==> src/rtl/pri_encoder_pipe.sv <==
// pri_encoder_pipe
//   Registered N-to-log2(N) encoder with valid/ready handshake on both sides.
//   The mode is chosen per beat: strict one-hot check, MSB priority or LSB
//   priority. There is one output register stage and no skid buffer. A
//   saturating counter records strict-mode violations.
//
// Parameters
//   N   input vector width (>=2, power of two)
//   W   output code width, log2(N)
//   CW  error counter width
//
// Ports
//   clk, rst_n          clock, asynchronous active-low reset
//   in_valid/in_ready   input handshake; in_ready = !out_valid || out_ready
//   in_data [N]         request vector
//   mode [2]            00 strict one-hot, 01/11 MSB priority, 10 LSB priority
//   out_valid/out_ready output handshake
//   out_code [W]        encoded index
//   out_hit             in_data had at least one bit set
//   out_err             strict-mode violation on this beat
//   clear_err           synchronous clear of err_count
//   err_count [CW]      saturating violation count
module pri_encoder_pipe #(
  parameter int N  = 8,
  parameter int W  = 3,
  parameter int CW = 8
) (
  input  logic          clk,
  input  logic          rst_n,
  input  logic          in_valid,
  output logic          in_ready,
  input  logic [N-1:0]  in_data,
  input  logic [1:0]    mode,
  output logic          out_valid,
  input  logic          out_ready,
  output logic [W-1:0]  out_code,
  output logic          out_hit,
  output logic          out_err,
  input  logic          clear_err,
  output logic [CW-1:0] err_count
);

  typedef struct packed {
    logic [W-1:0] code;
    logic         hit;
    logic         err;
  } res_t;

  localparam logic [CW-1:0] CMAX = '1;

  logic [W-1:0] msb_idx, lsb_idx;
  logic         onehot;
  logic         acc;
  res_t         nxt;

  assign in_ready = !out_valid || out_ready;
  assign acc      = in_valid && in_ready;

  // Scan upward for the MSB (last hit wins) and downward for the LSB.
  always_comb begin
    msb_idx = '0;
    lsb_idx = '0;
    for (int i = 0; i < N; i++)
      if (in_data[i]) msb_idx = W'(i);
    for (int i = N - 1; i >= 0; i--)
      if (in_data[i]) lsb_idx = W'(i);
  end

  // Exactly one bit set: non-zero and clearing the lowest set bit leaves zero.
  assign onehot = (|in_data) && ~|(in_data & (in_data - N'(1)));

  always_comb begin
    nxt.hit  = |in_data;
    nxt.err  = 1'b0;
    nxt.code = msb_idx;
    case (mode)
      2'b00: begin
        if (onehot) begin
          nxt.code = lsb_idx;
        end else begin
          // A violating beat leaves the previous code in place.
          nxt.err  = 1'b1;
          nxt.code = out_code;
        end
      end
      2'b10:   nxt.code = lsb_idx;
      default: nxt.code = msb_idx;
    endcase
  end

  always_ff @(posedge clk or negedge rst_n) begin
    if (!rst_n) begin
      out_valid <= 1'b0;
      out_code  <= '0;
      out_hit   <= 1'b0;
      out_err   <= 1'b0;
    end else if (acc) begin
      out_valid <= 1'b1;
      out_code  <= nxt.code;
      out_hit   <= nxt.hit;
      out_err   <= nxt.err;
    end else if (out_ready) begin
      // Drain: data fields keep their last values.
      out_valid <= 1'b0;
    end
  end

  // Clear wins over increment, but an erroring beat on the clear edge
  // still counts as the first new violation.
  always_ff @(posedge clk or negedge rst_n) begin
    if (!rst_n)
      err_count <= '0;
    else if (clear_err)
      err_count <= (acc && nxt.err) ? CW'(1) : '0;
    else if (acc && nxt.err && err_count != CMAX)
      err_count <= err_count + CW'(1);
  end

endmodule

==> config.mk <==
export PLATFORM = sky130hd
export DESIGN_NAME = pri_encoder_pipe
export DESIGN_NICKNAME = d
export VERILOG_FILES = /design/src/rtl/pri_encoder_pipe.sv
export SDC_FILE = /design/constraint.sdc
export NUM_CORES = 1
export LEC_CHECK = 0
export BUFFER_PORTS_ARGS = -buffer_cell sky130_fd_sc_hd__buf_2
export CORE_MARGIN = 2
export CORE_UTILIZATION = 25
export DETAILED_ROUTE_END_ITERATION = 10
export SETUP_SLACK_MARGIN = 0.1
export SYNTH_ARGS = -nofsm -noshare
export SYNTH_HDL_FRONTEND = slang
export SYNTH_SLANG_ARGS = --single-unit
==> constraint.sdc <==
create_clock -name clk -period 4.9 [get_ports clk]
set_input_delay 0.735 -clock clk [delete_from_list [all_inputs] [get_ports clk]]
set_output_delay 0.735 -clock clk [all_outputs]
set_load 0.1 [all_outputs]
==> impl_metrics.csv, run 1 <==
group,metric,value,unit
status,status,"completed",
layout,multi_input_area,516.7,sq um
placement,placedCellCount,178,
yosys,syn_inst,106,
die,start_util,26.70,%
layout,fin_nets,153,
flow_run,cap_violations,0,
layout,drive_above_1_share,32.35,%
critical_path,crit_path_start_kind,"register",
cts,htreeDepth,1,
global_route,grt.total_usage,10.55,%
timing,slew-limit-headroom,33.52,%
global_route,grt_max_degree,15,
yosys,synth_area_leaders,"dfrtp_1 38%, a21oi_1 7.1%, nand3_1 3.8%",
pwr,comb_power_share,37.1,%
detailed_routing,routed_via_density,4.797,
detailed_routing,dr.pass1.iters,4,
placement,pre_cts_ws,2484,ps
yosys,synth.avg_cell_area,8.605,sq um
pwr,ir_drop,168.2,uV
timing,layout_setup_ws,2508,ps
layout,final_cell_mix,"29 x buf_2, 14 x dfrtp_1, 13 x a21oi_1, 9 x nand2_1",
yosys,yosysSeqAreaShare,38.41,%
layout,fin_cells,182,
placement,port_buffers,29,
global_route,grt_pass1_vias,797,
timing,setup_tns,0,ps
cts,cts-buffers-inserted,3,
cts,ctsResizeCount,0,
pwr,switching_power,0.1447,mW
cts,cts-hold-fix-buffers,0,
detailed_routing,drt_iter0_drc,43,
yosys,yosys_warnings,0,
pwr,power_density,299.5,nW/um^2
die,die-area,4147,sq um
critical_path,cp.required,5060,ps
cts,cts_setup_buffers,0,
pwr,p_leak,0.5164,nW
critical_path,crit_type,"reg2reg",
yosys,synth.distinct_cells,35,
layout,seq_area,350.3,sq um
cts,clock-sinks,14,
timing,post-route-min-period,2392,ps
die,core,3416,sq um
detailed_routing,route.detailed.drc,0,
critical_path,cp-end-kind,"register",
die,rows,21,
critical_path,arrival,2560,ps
die,die_h,64.40,um
global_route,grt_overflow,0,
layout,diodes,0,
die,die_w,64.40,um
yosys,syn-cell-area,912.1,sq um
timing,setup_viol,0,
critical_path,rr_worst_depth,6,
timing,whs,333.6,ps
pwr,finalPower,0.3391,mW
yosys,synthesis.nets,122,
global_route,antenna_found_initial,0,
timing,worst_slew_pin_slew,995.0,ps
cts,clk_latency,270,ps
timing,maxSlewViolCount,0,
yosys,synth-seq-cells,14,
die,ios,30,
timing,rsz0062_at_grt,"false",
yosys,yosysTopAreaCell,"dfrtp_1",
layout,layout_commonest_cell,"buf_2",
cts,clockRootBuffer,"clkbuf_4",
pwr,seqPwrFrac,38.6,%
layout,syn2layout_area_growth,24.14,%
cts,path_clk_slew,90,ps
layout,nFillCells,373,
pwr,power_switching_share,42.67,%
yosys,synth_top_area_share,38.41,%
detailed_routing,routedWlPerCell,11.44,um
placement,routabilityCongestion,0.8741,
timing,clock_skew,3.985,ps
critical_path,path_max_fanout,11,
pwr,internal_power,0.1944,mW
timing,fin_crit_sh,48.82,%
detailed_routing,antenna_left,0,
cts,tritoncts,"done",
detailed_routing,routed-via-count,873,
global_route,grt_pass1_wl,3470,um
timing,hold_viol_final,0,
pwr,clockPowerShare,24.2,%
cts,ctsLongestPathBuffers,2,
hold_path,hp-class,"in2async",
detailed_routing,wl,2082,um
timing,timing.fmax,418.1,MHz
placement,dp_hpwl,1680,um
==> synth_stat cells <==
library cell and n:
a21oi_2 1, ha_1 1, buf_1 1, o22ai_1 2
and3_1 2, nor4_1 1, nand3_1 7, or2_2 1
mux2_2 3, nand4b_1 1, xnor2_2 1, clkbuf_1 1
buf_6 1, dfrtp_1 14, o221a_2 1, a21o_2 1
o31ai_1 4, mux2i_1 1, a311oi_1 1, nor3b_1 1
a32o_1 1, nor2_2 3, o221ai_1 1, o21bai_1 2
a222oi_1 1, nand2b_1 3, inv_1 7, a21oi_1 13
nor2_1 7, o21ai_0 6, nor3_1 1, and4b_1 1
nand2_1 9, or4_1 4, nor2b_1 1
==> kinds of logic (layout without fill, tap and decap cells) <==
family / Yosys count / in the layout / synth area share, %
and+or+nand+nor: 42 / 42 / 24.69
muxes: 4 / 4 / 4.801
AOI/OAI and AO/OA: 34 / 34 / 24.01
buffers and inverters: 10 / 40 / 4.938
adders and majority gates: 1 / 1 / 1.372
xor gates and xnor gates: 1 / 1 / 1.784
DFF: 14 / 14 / 38.41
==> critical path, cell delays in order, from the launching register on <==
cell,delay [ps]
dfrtp_1,420
ha_1,200
nand3_1,170
nor3b_1,850
inv_1,180
nand3_1,140
mux2_2,330
==> state kept, by name, indices dropped and copies added, names as in the netlist <==
| name | count |
|---|---|
| out_valid | 1 |
| err_count | 8 |
| out_err | 1 |
| out_hit | 1 |
| out_code | 3 |
==> routing by layer <==
layer	GRT usage (%)	wire length, um	vias to the layer above	part of all wire, %
met3	1.056	84	2	4.0
met5	0	0	-	0
li1	-	-	454	-
met4	4.787	20	0	0.96
met1	12.76	953	396	46
met2	18.75	1024	21	49
==> final cells by class <==
type / count / area share (%)
tap: 46 / 5.083
inverter: 7 / 2.320
timing repair buffer: 29 / 12.82
multi-input combinational: 82 / 45.64
clock buffer: 4 / 3.204
sequential: 14 / 30.94
==> through the flow <==
| step | util (%) | cell area (sq um) |
|---|---|---|
| finish | 33.15 | 1132 |
| global route | 33.15 | 1132 |
| CTS | 33.15 | 1132 |
| detailed placement | 32.09 | 1096 |
| global placement | 32.09 | 1096 |
| floorplan | - | 912.1 |
==> path summary, 6_finish.rpt <==
check	from	endpoint	slack [ps]
worst max-delay path	err_count[0]	err_count[2]	2510
worst min-delay path	rst_n	err_count[1]	330
worst max register to register	err_count[0]	err_count[2]	2510
worst min register to register	out_err	out_err	490
max in group asynchronous	rst_n	out_code[1]	4330
min in group clk	out_err	out_err	490
==> power groups by stage <==
stage,logic [mW],registers [mW],clock network [mW]
global placement,0.125,0.133,0
floorplan,0.0314,0.200,0
global route,0.132,0.133,0.0903
CTS,0.127,0.131,0.0862
finish,0.126,0.131,0.0822
detailed placement,0.126,0.133,0
(Power assumes the default switching activity.)
==> run 2: changes to the inputs <==
==> constraint.sdc (replaced) <==
create_clock -name clk -period 2.1 [get_ports clk]
set_input_delay 0.315 -clock clk [delete_from_list [all_inputs] [get_ports clk]]
set_output_delay 0.315 -clock clk [all_outputs]
set_load 0.1 [all_outputs]
==> run 2 against run 1 <==
  * Total power is 120% higher
  * Via count is 4.8% higher
  * Clock power up 89%
  * Sequential power rose by 130%
  * Largest cell class unchanged
  * Largest power group unchanged
  * Highest routed layer unchanged
==> impl_metrics.csv, run 2 (synthesized netlist as in run 1, its figures left out) <==
group,metric,value,unit
timing,clock_skew,3.221,ps
pwr,p_leak,0.5176,nW
die,rows,21,
layout,fin_nets,156,
layout,top_regs,"err_count: 8 flops, out_code: 3 flops",
die,die_h,64.40,um
pwr,power_density,641.5,nW/um^2
timing,timing.fmax,533.6,MHz
global_route,grt_pass1_vias,914,
cts,htreeDepth,1,
flow_run,cap_violations,0,
cts,clockRootBuffer,"clkbuf_4",
layout,postLayoutCellArea,1186,sq um
timing,setup_viol,0,
global_route,grt_overflow,0,
placement,placedInstanceArea,1145,sq um
critical_path,crit_path_start_kind,"register",
detailed_routing,routed_via_density,4.946,
layout,drive_above_1_share,41.73,%
layout,syn2layout_area_growth,30.04,%
detailed_routing,wl,2215,um
critical_path,path_max_fanout,7,
cts,clk_latency,280,ps
detailed_routing,route.detailed.drc,0,
die,core,3416,sq um
layout,layout_commonest_cell,"buf_2",
timing,whs,262.3,ps
critical_path,crit_family,"simple AND/OR/NAND/NOR gates",
placement,routabilityCongestion,0.8927,
cts,cts-buffers-inserted,3,
critical_path,reg2reg_slack,230,ps
timing,slew-limit-headroom,67.53,%
placement,dp_hpwl,1747,um
detailed_routing,drt_iter0_drc,26,
critical_path,cp-end-kind,"register",
timing,rsz0062_at_grt,"false",
global_route,grt_max_degree,15,
timing,setup_tns,0,ps
detailed_routing,dr.pass1.iters,4,
cts,tritoncts,"done",
layout,utilization,34.73,%
cts,cts_setup_buffers,0,
placement,placedCellCount,180,
critical_path,arrival,2080,ps
layout,fin_cells,185,
critical_path,cp.required,2300,ps
die,die_w,64.40,um
global_route,grt_pass1_wl,3919,um
critical_path,crit_type,"reg2reg",
global_route,antenna_found_initial,0,
layout,diodes,0,
critical_path,cp_slowest_cell,"dfrtp_4",
layout,final_cell_mix,"29 x buf_2, 13 x a21oi_1, 9 x nand2_1, 7 x inv_1",
timing,post-route-min-period,1874,ps
global_route,grt.total_usage,11.84,%
critical_path,rr_worst_depth,6,
timing,hold_viol_final,0,
hold_path,hp-class,"in2reg",
cts,clock-sinks,14,
placement,port_buffers,29,
die,start_util,26.70,%
die,die-area,4147,sq um
die,ios,30,
critical_path,crit_chain,"ha_1 > nand3_1 > nor3b_2 > buf_4 > or4_1 > a21oi_1",
cts,ctsLongestPathBuffers,2,
detailed_routing,routed-via-count,915,
layout,largest_register_ff_count,8,
timing,worst_slew_pin_slew,490.4,ps
critical_path,crit_cells,6,
critical_path,path_buf_inv,1,
detailed_routing,antenna_left,0,
critical_path,critPathMaxStageDelay,510,ps
timing,maxSlewViolCount,0,
hold_path,hold_path_depth,2,
pwr,ir_drop,369.5,uV
timing,fin_crit_sh,89.24,%
cts,path_clk_slew,80,ps
layout,top_register,"err_count",
status,status,"completed",
detailed_routing,routedWlPerCell,11.97,um
[run 2: cell count changes in the layout (fill, tap and decap cells not counted), sizes merged]
cell / delta
buf: +2
dlygate4sd3: +1
[run 2: final timing paths]
path	start	endpoint
max	err_count[0]	err_count[7]
min	in_valid	out_valid
max reg2reg	err_count[0]	err_count[7]
min reg2reg	out_hit	out_hit
max in group asynchronous	rst_n	err_count[0]
min in group asynchronous	rst_n	out_valid
[run 2: layout make-up]
| type | instances | area (sq um) |
|---|---|---|
| clock buffers | 4 | 26.28 |
| inverters | 7 | 26.28 |
| flip-flops and latches | 14 | 369.1 |
| repair buffers | 32 | 170.2 |
| multi-input cells | 82 | 536.8 |
| fillers | 388 | 2230 |
| well taps | 46 | 57.56 |
[run 2: timing repair]
item	4_1_cts	5_1_grt
endpoints found under the setup margin	0	2
endpoints found under the hold margin	14	0
gates resized for setup	0	1
hold buffers	1	0
[run 2: stage by stage]
step / worst slack (ps) / power (mW)
floorplan: 33.58 / 0.5470
global placement: 172.6 / 0.6077
detailed placement: 49.05 / 0.6117
CTS: 221.0 / 0.7694
global route: 103.1 / 0.7992
finish: 225.9 / 0.7609
[run 2: worst register-to-register path, stage by stage, from the launching register on]
cell	delay, ps
dfrtp_4	510
ha_1	220
nand3_1	180
nor3b_2	80
buf_4	160
or4_1	510
a21oi_1	160
[run 2: where the power goes]
| group | total (mW) | internal [mW] | switching, mW |
|---|---|---|---|
| combinational | 0.298 | 0.0603 | 0.238 |
| sequential | 0.307 | 0.293 | 0.0142 |
| clock | 0.155 | 0.0737 | 0.0816 |
[run 2: layer usage]
layer | share of wire (%) | global-route usage, % | vias up
li1 | - | - | 461
met1 | 43 | 13.82 | 431
met2 | 51 | 20.18 | 21
met3 | 5.1 | 4.225 | 2
met4 | 0.99 | 3.723 | 0
met5 | 0 | 0 | -
